$ cat src/rtl/jtframe_linesched.sv
// Line-render scheduler: sequences the enabled tile layers of each scan line through
// one shared scan/write port, addressing a double-buffered line RAM as {line, layer, hscan}.
module jtframe_linesched #(
    parameter int unsigned     HW     = 8,
    parameter int unsigned     VW     = 8,
    parameter int unsigned     LAYERS = 2,
    parameter int unsigned     LW     = 2,
    parameter logic [HW-1:0]   HOVER  = '1,
    parameter logic [HW-1:0]   HSTART = '0,
    parameter logic [HW-1:0]   HEND   = '1
) (
    input  logic               rst,
    input  logic               clk,
    input  logic               pxl2_cen,
    input  logic [HW-1:0]      hdump,
    input  logic [VW-1:0]      vdump,
    input  logic [LAYERS-1:0]  layer_en,
    input  logic               rom_ok,
    output logic               scan_cen,
    output logic [HW-1:0]      hscan,
    output logic [VW-1:0]      vscan,
    output logic [LW-1:0]      layer,
    output logic               we,
    output logic [LW+HW:0]     buf_addr,
    output logic               line,
    output logic               busy,
    output logic               line_done,
    output logic               overrun
);

    localparam logic [1:0] IDLE  = 2'd0;
    localparam logic [1:0] SETUP = 2'd1;
    localparam logic [1:0] SCAN  = 2'd2;
    localparam logic [1:0] NEXT  = 2'd3;

    logic [1:0]        state_q, state_d;
    logic [HW-1:0]     hscan_q, hscan_d;
    logic [VW-1:0]     vscan_q, vscan_d;
    logic [LW-1:0]     layer_q, layer_d;
    logic              line_q, line_d;
    logic [LAYERS-1:0] en_l_q, en_l_d;
    logic [HW-1:0]     hdump_l_q;
    logic              line_done_q, line_done_d;
    logic              overrun_q, overrun_d;

    logic              ls;
    logic [LW-1:0]     first_idx;
    logic [LW-1:0]     nxt_idx;
    logic              nxt_vld;

    assign ls = (hdump == HOVER) && (hdump_l_q != HOVER);

    // Lowest layer requested at line start, and next enabled layer above the current one
    always_comb begin
        first_idx = '0;
        nxt_idx   = '0;
        nxt_vld   = 1'b0;
        for (int i = int'(LAYERS) - 1; i >= 0; i--) begin
            if (layer_en[i]) first_idx = LW'(i);
            if (en_l_q[i] && (i > int'(layer_q))) begin
                nxt_idx = LW'(i);
                nxt_vld = 1'b1;
            end
        end
    end

    assign scan_cen = pxl2_cen & rom_ok & (state_q == SCAN);

    always_comb begin
        state_d     = state_q;
        hscan_d     = hscan_q;
        vscan_d     = vscan_q;
        layer_d     = layer_q;
        line_d      = line_q;
        en_l_d      = en_l_q;
        line_done_d = 1'b0;
        overrun_d   = 1'b0;
        if (ls) begin
            // A new line always wins; any unfinished render is dropped
            line_d    = ~line_q;
            vscan_d   = vdump + VW'(1);
            en_l_d    = layer_en;
            overrun_d = (state_q != IDLE);
            layer_d   = first_idx;
            if (layer_en == '0) begin
                state_d     = IDLE;
                line_done_d = (state_q == IDLE);
            end else begin
                state_d = SETUP;
            end
        end else begin
            case (state_q)
                SETUP: begin
                    hscan_d = HSTART;
                    state_d = SCAN;
                end
                SCAN: begin
                    if (scan_cen) begin
                        if (hscan_q == HEND) state_d = NEXT;
                        else                 hscan_d = hscan_q + HW'(1);
                    end
                end
                NEXT: begin
                    if (nxt_vld) begin
                        layer_d = nxt_idx;
                        state_d = SETUP;
                    end else begin
                        state_d     = IDLE;
                        line_done_d = 1'b1;
                    end
                end
                default: ;
            endcase
        end
    end

    always_ff @(posedge clk or posedge rst) begin
        if (rst) begin
            state_q     <= IDLE;
            hscan_q     <= '0;
            vscan_q     <= '0;
            layer_q     <= '0;
            line_q      <= 1'b0;
            en_l_q      <= '0;
            hdump_l_q   <= '0;
            line_done_q <= 1'b0;
            overrun_q   <= 1'b0;
        end else begin
            state_q     <= state_d;
            hscan_q     <= hscan_d;
            vscan_q     <= vscan_d;
            layer_q     <= layer_d;
            line_q      <= line_d;
            en_l_q      <= en_l_d;
            hdump_l_q   <= hdump;
            line_done_q <= line_done_d;
            overrun_q   <= overrun_d;
        end
    end

    assign hscan     = hscan_q;
    assign vscan     = vscan_q;
    assign layer     = layer_q;
    assign line      = line_q;
    assign we        = scan_cen;
    assign buf_addr  = {line_q, layer_q, hscan_q};
    assign busy      = (state_q != IDLE);
    assign line_done = line_done_q;
    assign overrun   = overrun_q;

endmodule
$ cat config.mk
export PLATFORM = sky130hd
export DESIGN_NAME = jtframe_linesched
export DESIGN_NICKNAME = d
export VERILOG_FILES = /design/src/rtl/jtframe_linesched.sv
export SDC_FILE = /design/constraint.sdc
export NUM_CORES = 1
export LEC_CHECK = 0
export BUFFER_PORTS_ARGS = -buffer_cell sky130_fd_sc_hd__buf_2
export CORE_ASPECT_RATIO = 0.75
export CORE_MARGIN = 1
export CORE_UTILIZATION = 49
export DETAILED_ROUTE_END_ITERATION = 8
export GPL_TIMING_DRIVEN = 0
export PLACE_DENSITY_LB_ADDON = 0.05
export SLEW_MARGIN = 30
export SYNTH_ARGS = -nofsm -noshare
export SYNTH_HDL_FRONTEND = slang
export SYNTH_SLANG_ARGS = --single-unit
$ cat constraint.sdc
create_clock -name clk -period 1.9 [get_ports clk]
set_clock_uncertainty 0.15 [all_clocks]
set_input_delay 0.095 -clock clk [delete_from_list [all_inputs] [get_ports clk]]
set_output_delay 0.095 -clock clk [all_outputs]
set_load 0.05 [all_outputs]
==> results.ini <==
[setup_path]
crit_fanout=9
reg2reg_from=hscan[0]
critPathKind=flip-flop to output port
worstSetupStartpointType=flip-flop
r2r_end=hscan[0]
worstRegToRegCells=5
arrival_ns=1.51
crit_required_ns=1.65
rrSetupSlack_ns=0.17
worstSetupEndpointType=output port

[synthesis]
async_flop_share_pct=100
yosysWarnings=0
ys_seq_area_share_pct=48.9
netlist.area_leader.share_pct=48.9
synthCells=151
yosys.area.top_type=dfrtp_1
ys_types=44
avgSynthCellArea_um2=10.5
synth_seq_cells=31
netlist_area_um2=1590
synth_edf_count=0
synth_area_leaders=dfrtp_1, buf_4, nand2_1
synthFlopType=dfrtp_1

[final_layout]
layout_commonest_cell=buf_2
multi_input_area_um2=659
regArea_um2=778
stdcell_count=270
fin_util_pct=73.4
num-fill-cells=243
final_area_um2=2200
drive_gt1_share_pct=40.5
nNetsFinal=255
synthToLayoutAreaGrowth_pct=38.8
layout_common_cells=buf_2, dfrtp_1, dlygate4sd3_1
antennaDiodeCount=0

[run]
cap_violations=0

[clocking]
worstSkewPairLatency_ns=0.29
root_buffer=clkbuf_8
cts_buffers=5
htree_levels=2
clk_pin_slew_worst_paths_ns=0.07
post-cts-setup-buffer-count=0
cts_buffer_depth=2
cts_tree=yes
clock_sinks=31

[detailed_routing]
drtIter0Drc=56
drt-wirelength-per-cell_um=14.0
routed-via-count=1419
wl_um=3790
post-route-drc-count=0
drt_first_pass_iters=4
ant_nets=0
routed_via_density=5.26

[power_and_ir_drop]
power.leakage_nw=1.13
power.total_mw=2.30
power_density_nw_per_um2=1040
ir_worst_vdd_v=0.000618

[timing]
timing.final.max_slew_violations=0
fin_setup_tns_ns=0
finalWorstSetupSlack_ns=0.143
timing.hold.ws_ns=0.0311
worstMarginPinSlew_ns=0.640
fin_crit_ns=1.76
rsz0062_at_grt=false
fin_crit_sh_pct=92.4
finalHoldViolCount=0
fmax_mhz=569
slew_headroom_pct=57.3
setup_viol=0

[place]
dp.cells=244
pre_cts_ws_ns=0.134
hpwlAfterDp_um=2460
place_congestion=0.906
io_buffer_count=54
place_area_um2=1910

[die]
initial_core_util_pct=52.9
ios=57
die_area_um2=3470
die-height_um=51.3
coreArea_um2=3000
num_rows=17
die_width_um=67.7

[global_route]
grt_max_degree=32
antenna_found_initial=0
track_usage_pct=25.6
first_global_vias=1343
grt_first_pass_wirelength_um=6200
grt.overflow.total=0

[hold_path]
min_path_type=input port to flip-flop
min_path_cells=3
worstHoldStart=vdump[1]
min_delay_worst_endpoint=vscan[1]

[run_status]
status=finished clean

-- power by group --
part / internal, mW / switching (mW) / total, mW
Clock: 0.329 / 0.251 / 0.580
Sequential: 0.738 / 0.0952 / 0.833
Combinational: 0.278 / 0.604 / 0.882
Total: 1.35 / 0.950 / 2.30
-- synthesized netlist by cell type (all sizes together), types with 2 or more instances --
library cell   n
dfrtp         31
buf           19
nand2         15
o21ai          9
a21oi          8
nor2           8
nand3          5
xnor2          5
a31oi          4
and4           4
inv            4
nand4          4
and3           3
mux2           3
a21o           2
and2           2
ha             2
o211ai         2
xor2           2
-- metal layers --
| metal | wire (µm) | up-vias | global-route usage, % |
|---|---|---|---|
| met5 | 0 | - | 0 |
| met4 | 48 | 0 | 11.7 |
| met3 | 237 | 5 | 6.03 |
| met2 | 1800 | 63 | 41.6 |
| met1 | 1700 | 671 | 32.0 |
| li1 | - | 680 | - |
-- layout make-up --
class	count	share of cell area [%]
multi-input combinational	98	30.0
sequential	31	35.4
clock buffer	7	4.38
timing repair buffer	72	20.5
tap	38	2.16
inverter	4	0.682
clock inverter	1	0.341
buffer	19	6.65
-- sequential cells by signal, summed over array words and instances, names as in the netlist --
name	count
en_l_q	1
hdump_l_q	8
hscan	8
layer	1
line	1
line_done	1
overrun	1
state_q	2
vscan	8
-- worst max-delay path, cell delays in order (launching register included) --
cell and delay [ns]:
dfrtp_1 0.45, nand2b_1 0.18, buf_6 0.15, nor2_2 0.09, buf_4 0.11, buf_2 0.24
-- kinds of logic after synthesis --
logic type | after synthesis | synth area share [%]
muxes | 4 | 3.00
DFF | 31 | 48.9
AOI/OAI and AO/OA | 36 | 16.2
adders and majority gates | 2 | 1.58
buffers and inverters | 23 | 10.2
other | 1 | 0.237
and+or+nand+nor | 47 | 16.0
xor gates and xnor gates | 7 | 3.87
-- worst max path at each step --
stage / start / end / slack, ns / depth (start not counted)
after detailed placement: hscan[0] / hscan[5] / 0.13 / 5
final: state_q[0] / we / 0.14 / 5
after global placement: hscan[0] / hscan[5] / 0.17 / 5
after CTS: hscan[0] / hscan[5] / 0.13 / 5
after global routing: hscan[0] / hscan[5] / 0.06 / 5
after floorplan: hscan[3] / hscan[0] / 0.06 / 5
-- repair_timing --
item                                   4_1_cts  5_1_grt
endpoints found under the hold margin       49        0
resized for setup                            0        1
hold buffers                                18        0
setup endpoints to repair                    0        1
No activity file was read; power rests on OpenSTA's default activity.
